`src/rtl/fetch_ctrl.sv`:
```
// fetch_ctrl: fetch-stage sequencing controller.
// Merges decode hazard stalls, branch/jump redirects and halt/resume into the
// fetch stage's stall/flush/branch_target. A redirect that arrives while the
// pipe is stalled or halted is held pending and replayed, so none is lost.
// Optional feature: define FETCH_CTRL_PERF_EN to build the stall-cycle and
// redirect performance counters; otherwise both counter ports read zero.
module fetch_ctrl #(
  parameter int unsigned FLUSH_CYCLES = 1  // flush cycles per redirect, 1..7
) (
  input  logic        clk,
  input  logic        reset_n,
  input  logic        dec_stall,
  input  logic        br_taken,
  input  logic [7:0]  br_target,
  input  logic        jump,
  input  logic [7:0]  jump_target,
  input  logic        halt_req,
  input  logic        resume,
  output logic        fetch_stall,
  output logic        fetch_flush,
  output logic [7:0]  fetch_target,
  output logic        halted,
  output logic        pend_valid,
  output logic [15:0] perf_stall_cycles,
  output logic [15:0] perf_redirects
);

  typedef enum logic [2:0] {
    S_BOOT,
    S_RUN,
    S_REDIRECT,
    S_PEND,
    S_HALTED
  } state_t;

  localparam logic [2:0] FLUSH_LOAD = 3'(FLUSH_CYCLES);

  state_t      state_q, state_d;
  logic [2:0]  cnt_q, cnt_d;
  logic [7:0]  tgt_q, tgt_d;
  logic        pend_q, pend_d;

  logic        redir;
  logic [7:0]  redir_tgt;

  assign redir     = br_taken | jump;
  assign redir_tgt = jump ? jump_target : br_target;  // jump wins a collision

  // State, flush counter, latched target and pending flag.
  // NOTE: sequential state uses non-blocking (<=) so every register samples
  // the pre-edge values and simulation matches the synthesized flops.
  always_ff @(posedge clk or negedge reset_n) begin
    if (!reset_n) begin
      state_q <= S_BOOT;
      cnt_q   <= '0;
      tgt_q   <= '0;
      pend_q  <= 1'b0;
    end else begin
      state_q <= state_d;
      cnt_q   <= cnt_d;
      tgt_q   <= tgt_d;
      pend_q  <= pend_d;
    end
  end

  // Next-state logic: latch every redirect outside BOOT, then sequence.
  // NOTE: every variable gets a default first so no path infers a latch.
  always_comb begin
    state_d = state_q;
    cnt_d   = cnt_q;
    tgt_d   = tgt_q;
    pend_d  = pend_q;

    // Latest redirect always wins the latched target.
    if (redir && state_q != S_BOOT) begin
      tgt_d  = redir_tgt;
      pend_d = 1'b1;
    end

    unique case (state_q)
      S_BOOT: state_d = S_RUN;

      S_RUN: begin
        if (halt_req) begin
          state_d = S_HALTED;
        end else if (redir && !dec_stall) begin
          state_d = S_REDIRECT;
          cnt_d   = FLUSH_LOAD;
        end else if (redir) begin
          state_d = S_PEND;
        end
      end

      S_REDIRECT: begin
        if (halt_req) begin
          state_d = S_HALTED;               // target stays pending
        end else if (redir) begin
          cnt_d   = FLUSH_LOAD;             // restart the flush window
        end else if (!dec_stall) begin
          if (cnt_q <= 3'd1) begin          // last flush cycle, never wraps
            cnt_d   = '0;
            state_d = S_RUN;
            pend_d  = 1'b0;
          end else begin
            cnt_d = cnt_q - 3'd1;
          end
        end
      end

      S_PEND: begin
        if (halt_req) begin
          state_d = S_HALTED;
        end else if (!dec_stall) begin
          state_d = S_REDIRECT;
          cnt_d   = FLUSH_LOAD;
        end
      end

      S_HALTED: begin
        if (resume && !halt_req) begin
          if (pend_d) begin
            state_d = S_REDIRECT;
            cnt_d   = FLUSH_LOAD;
          end else begin
            state_d = S_RUN;
          end
        end
      end

      default: state_d = S_BOOT;
    endcase
  end

  // Outputs: flush/halted decode registered state; stall adds decode's request.
  assign fetch_stall  = dec_stall | (state_q == S_BOOT) | (state_q == S_PEND) |
                        (state_q == S_HALTED);
  assign fetch_flush  = (state_q == S_REDIRECT);
  assign halted       = (state_q == S_HALTED);
  assign fetch_target = tgt_q;
  assign pend_valid   = pend_q;

`ifdef FETCH_CTRL_PERF_EN
  logic [15:0] stall_cnt_q;
  logic [15:0] redir_cnt_q;
  logic        enter_redirect;

  assign enter_redirect = (state_d == S_REDIRECT) && (state_q != S_REDIRECT);

  // Saturating performance counters.
  always_ff @(posedge clk or negedge reset_n) begin
    if (!reset_n) begin
      stall_cnt_q <= '0;
      redir_cnt_q <= '0;
    end else begin
      if (fetch_stall && state_q != S_BOOT && stall_cnt_q != 16'hFFFF)
        stall_cnt_q <= stall_cnt_q + 16'd1;
      if (enter_redirect && redir_cnt_q != 16'hFFFF)
        redir_cnt_q <= redir_cnt_q + 16'd1;
    end
  end

  assign perf_stall_cycles = stall_cnt_q;
  assign perf_redirects    = redir_cnt_q;
`else
  assign perf_stall_cycles = 16'h0000;
  assign perf_redirects    = 16'h0000;
`endif

endmodule
```
`config.mk`:
```
export PLATFORM = sky130hd
export DESIGN_NAME = fetch_ctrl
export DESIGN_NICKNAME = d
export VERILOG_FILES = /design/src/rtl/fetch_ctrl.sv
export SDC_FILE = /design/constraint.sdc
export NUM_CORES = 1
export LEC_CHECK = 0
export ABC_AREA = 1
export CAP_MARGIN = 15
export CORE_AREA = 2 2 58 71
export DETAILED_ROUTE_END_ITERATION = 10
export DIE_AREA = 0 0 60 73
export PLACE_DENSITY = 0.74
export SYNTH_ARGS = -nofsm -noshare
export SYNTH_HDL_FRONTEND = slang
export SYNTH_SLANG_ARGS = --single-unit
```
`constraint.sdc`:
```
create_clock -name clk -period 1.1 [get_ports clk]
set_input_delay 0.275 -clock clk [delete_from_list [all_inputs] [get_ports clk]]
set_output_delay 0.275 -clock clk [all_outputs]
set_load 0.05 [all_outputs]
```
**Word level (Yosys, flattened, before mapping)**

Cells that the tools add are included.
W data, S select, Z words.

- Add/subtract/negate cells: 1
- $lt $le $gt $ge: 1
- Equality and inequality tests: 17
- Multiplexer cells: 30
- Bitwise logic cells: 4
- Reductions and logical operators: 10

Operator list:

| operator | number |
|---|---|
| $mux W3 | 20 |
| $pmux W3 S5 | 1 |
| $pmux W3 S4 | 1 |
| $ne A2 B2 Y1 const B | 5 |
| $ne A3 B3 Y1 const B | 3 |
| $reduce_and A9 Y1 | 1 |
| $mux W8 | 1 |
| $eq A3 B2 Y1 const B | 2 |
| $mux W1 | 6 |
| $ne A3 B2 Y1 const B | 2 |
| $reduce_and A6 Y1 | 1 |
| $ne A2 B1 Y1 const B | 2 |
| $ne A4 B4 Y1 const B | 1 |
| $or A1 B1 Y1 | 4 |
| $reduce_bool A4 Y1 | 1 |
| $eq A3 B1 Y1 const B | 1 |
| $eq A3 B3 Y1 const B | 1 |
| $le A3 B1 Y1 const B | 1 |
| $logic_and A1 B1 Y1 | 3 |
| $logic_not A3 Y1 | 1 |
| $reduce_bool A3 Y1 | 1 |
| $sub A3 B1 Y3 const B | 1 |
| $logic_not A1 Y1 | 2 |
| $mux W2 | 1 |

- Register bits after elaboration: 15
- Bits of input ports: 23
- Word-level logic and storage cells: 67

**Logic depth before layout (Yosys ltp)**

Gate-level depths: netlist of the first run.

- Depth after elaboration: 8
- Depth in mapped cells: 9
- Depth with buffers taken out: 9

**Least setup slack after synthesis of the first run**

No wires, ideal clock.

- Path type: flip-flop to flip-flop
- From: reg state_q[0]
- To: reg state_q[1]
- Setup time: 0.065 ns
- Arrival time: 1.313 ns
- Data required time: 1.035 ns
- Slack: -0.278 ns
- Stages on the path, launching flop included: 8
- Path buffers: 0
- Period minus slack after synthesis: 1.378 ns
- Cells stage by stage: dfrtp_1 -> nor2_4 -> nand2_1 -> inv_1 -> nand2_1 -> o211ai_1 -> nand2_1 -> nand2_1

- Elaborated cells on any way between the ends: 18
- Those cells by class: eq/ne: 10; mux: 4; reduce/logical: 4

RTL lines:

| element | line | RTL |
|---|---|---|
| start, declared | 38 | `state_t state_q, state_d;` |
| start signal, assigned | 59 | `state_q <= state_d;` |
| $eq A3 B3 Y1 * | n/a |  |
| net halted | 22 | `output logic halted,` |
| $ne A2 B1 Y1 (no source line) | n/a |  |
| $reduce_and A6 Y1 (no source line) | n/a |  |

Mark *: on every way through the listed nets, which the timed path passes. The rest lies on a longest branch. The select of a mux whose other input is x is not followed.
A chain may end at the register's enable or synchronous reset.

**Worst setup path in the final report of the first run**

- From: reg state_q[1]
- To: out halted

- Longest elaborated chain between the ends: 1

Ends and longest elaborated chain:

| element | line | RTL |
|---|---|---|
| $eq A3 B3 Y1 | 138 | `assign halted = (state_q == S_HALTED);` |
| end, declared | 22 |  |

Every way passes these cells.

==> results.yml, run 1 <==
logic_synthesis:
  ys_ff_latch: 15
  ys_seq_area_share_pct: 29.85
  synth.distinct_cells: 24
  netlist_instances: 178
  syn_area_um2: 1257
  synth_top_area_share_pct: 29.85
  synth_area_leaders: "dfrtp_1 30%, buf_4 20%, nand2_1 14%"
  syn_avg_cell_area_um2: 7.064
  yosys_warnings: 0
  yosysTopAreaCell: "dfrtp_1"
cells_and_area:
  drive_above_1_share_pct: 38.11
  nNetsFinal: 270
  ff_latch_area_um2: 379.1
  antenna_cells: 0
  final_cell_mix: "39 x nand2_1, 32 x conb_1, 25 x buf_4"
  layout_commonest_cell: "nand2_1"
  stdcell_count: 298
  multi_input_area_um2: 799.5
  fillers: 357
  area_growth_pct: 68.06
  design_area_um2: 2113
die:
  start_util_pct: 33.22
  die_area_um2: 4380
  fp.dieW_um: 60
  core_area_um2: 3785
  die_h_um: 73
  io-pin-count: 67
  fp-row-count: 25
placed_design:
  placed_area_um2: 1774
  gp_congestion: 0.8852
  portBuffers: 34
  dpl.hpwl_um: 2361
  dp.cells: 278
  post-place-ws_ps: -518.6
timing:
  hold_viol: 0
  fmax_mhz: 674.0
  rsz0062_at_grt: "true"
  skew_ps: 1.140
  fin_crit_sh_pct: 134.9
  fin_crit_ps: 1484
  slew_violations: 0
  fin_ws_ps: -383.7
  setup_viol: 21
routing:
  first_pass_iters: 4
  avgViaCountPerCell: 4.460
  ant_nets: 0
  route.detailed.drc: 0
  drt-wirelength-per-cell_um: 11.39
  vias: 1329
  dr.first_iter.drc_count: 37
  routed_wl_um: 3393
worst_setup_path:
  crit_chain: "nor2_4, nand2_2, clkinvlp_4, buf_12"
  slowest_delay_ps: 460
  cp.required_ps: 820
  crit_arrival_ps: 1210
  cp_num_buf_inv: 2
  cp-start-kind: "register"
  critical-path-top-delay-family: "flip-flops"
  crit_fanout: 5
  slowest_stage: "dfrtp_2"
  worstSetupPathType: "register to primary output"
  crit_path_end_kind: "primary output"
global_routing:
  grt_pass1_vias: 1222
  grt_overflow: 0
  grt_use_total_pct: 15.29
  grt_max_degree: 17
  antenna_found_initial: 0
  grt_pass1_wl_um: 5175
worst_hold_path:
  hold_path.class: "primary input to asynchronous set/reset pin"
cts:
  clk_latency_ps: 250
  ctsRootBufferMaster: "clkbuf_8"
  cts_tree: "done"
  numCtsBuffers: 3
  cts_hold_buf: 0
  clock_tree.buffer_depth: 2
  clk_pin_slew_ps: 60
  htreeDepth: 1
  clock-sinks: 15
run_status:
  violations: "negative setup slack"
  outcome: "complete, but fails checks"
run:
  maxCapViolations: 0
power_and_ir_drop:
  power.leakage_nw: 1.029
  vdd_drop_max_mv: 1.305
  power-per-cell-area_nw_per_um2: 2726
synth_stat cells:
cell and instances:
nand2_1 47, buf_4 33, inv_1 19, nor2_1 17, dfrtp_1 15, a31oi_1 8
nand3_1 7, nand4_1 6, o21bai_1 4, inv_2 3, nand3_2 3, a21oi_1 2
ha_1 2, nor2_4 2, buf_6 1, conb_1 1, inv_4 1, nand2_2 1
nor2_2 1, nor3_2 1, nor4_1 1, o211ai_1 1, o21ai_1 1, xor2_1 1
per-stage QoR:
stage | total power (W) | util, % | hold WS, ps | TNS, ps
CTS | 0.005213 | 51.27 | 339.7 | -3967
detailed placement | 0.004416 | 46.88 | 571.2 | -6957
global route | 0.006080 | 55.83 | 363.8 | -5380
floorplan | 0.003085 | - | -20.59 | -1318
global placement | 0.004358 | 46.88 | 552.2 | -6579
finish | 0.005761 | 55.83 | 335.1 | -4199
worst register-to-register path, stage by stage (launching register included):
cell      delay (ps)
dfrtp_2          460
buf_4            170
inv_4             70
nand3_4           80
nand2_2           70
inv_1             40
nand2_1           70
nand3_2           90
o21bai_1         180
nand2_1           80
logic make-up (layout without fill, tap and decap cells):
kind of cell	after synthesis	after routing	share of synthesized area [%]
XOR/XNOR	1	1	0.6966
other	1	32	0.2982
AO/OA/AOI/OAI	16	16	8.159
adder cells (fa/ha/maj)	2	2	1.990
buffers and inverters	57	92	27.66
flip-flops	15	15	29.85
AND/OR/NAND/NOR	86	86	31.34
sequential cells by signal (all words and copies together) (netlist names):
signal,cells
fetch_target,8
cnt_q,3
state_q,3
pend_valid,1
where the power goes:
part	internal [W]	leakage (nW)	switching, W
Clock	0.000257	0.0228	0.000198
Combinational	0.00187	0.832	0.00237
Sequential	0.000788	0.174	0.000283
area by class of cell:
class	count	share of cell area [%]
inverter	23	5.033
tap	54	3.197
multi-input combinational	137	37.83
sequential	15	17.94
clock buffer	4	2.131
timing repair buffer	65	33.87
worst paths after layout:
| check | slack (ps) | from | cells past startpoint | end |
|---|---|---|---|---|
| worst max-delay path | -380 | state_q[1] | 4 | halted |
| worst min-delay path | 340 | reset_n | 2 | fetch_target[4] |
| worst max register to register | -330 | state_q[1] | 9 | cnt_q[0] |
| worst min register to register | 590 | state_q[0] | 2 | state_q[0] |
| max in group asynchronous | 570 | reset_n | 2 | pend_valid |
| min in group clk | 530 | halt_req | 5 | pend_valid |
per-layer routing:
metal | share of wire (%) | track usage (%) | vias up | routed length (um)
li1 | - | - | 631 | -
met1 | 37 | 17.09 | 617 | 1256
met2 | 52 | 27.54 | 72 | 1780
met3 | 8.0 | 3.191 | 9 | 270
met4 | 2.5 | 5.926 | 0 | 85
met5 | 0 | 0 | - | 0
what timing repair did:
action | in CTS | in global routing
gates resized for setup | 17 | 35
buffers inserted | 9 | 7
pin swaps | 4 | 12
setup endpoints to repair | 22 | 27
No activity file was read; power rests on OpenSTA's default activity.
==> inputs of run 2 (changes only) <==
--- a/config.mk
+++ b/config.mk
@@ -6,7 +6,6 @@
 export NUM_CORES = 1
 export LEC_CHECK = 0
 export ABC_AREA = 1
-export CAP_MARGIN = 15
 export CORE_AREA = 2 2 58 71
 export DETAILED_ROUTE_END_ITERATION = 10
 export DIE_AREA = 0 0 60 73
==> results of run 2 <==
The final DEF is identical to that of run 1; final timing and power are the same.
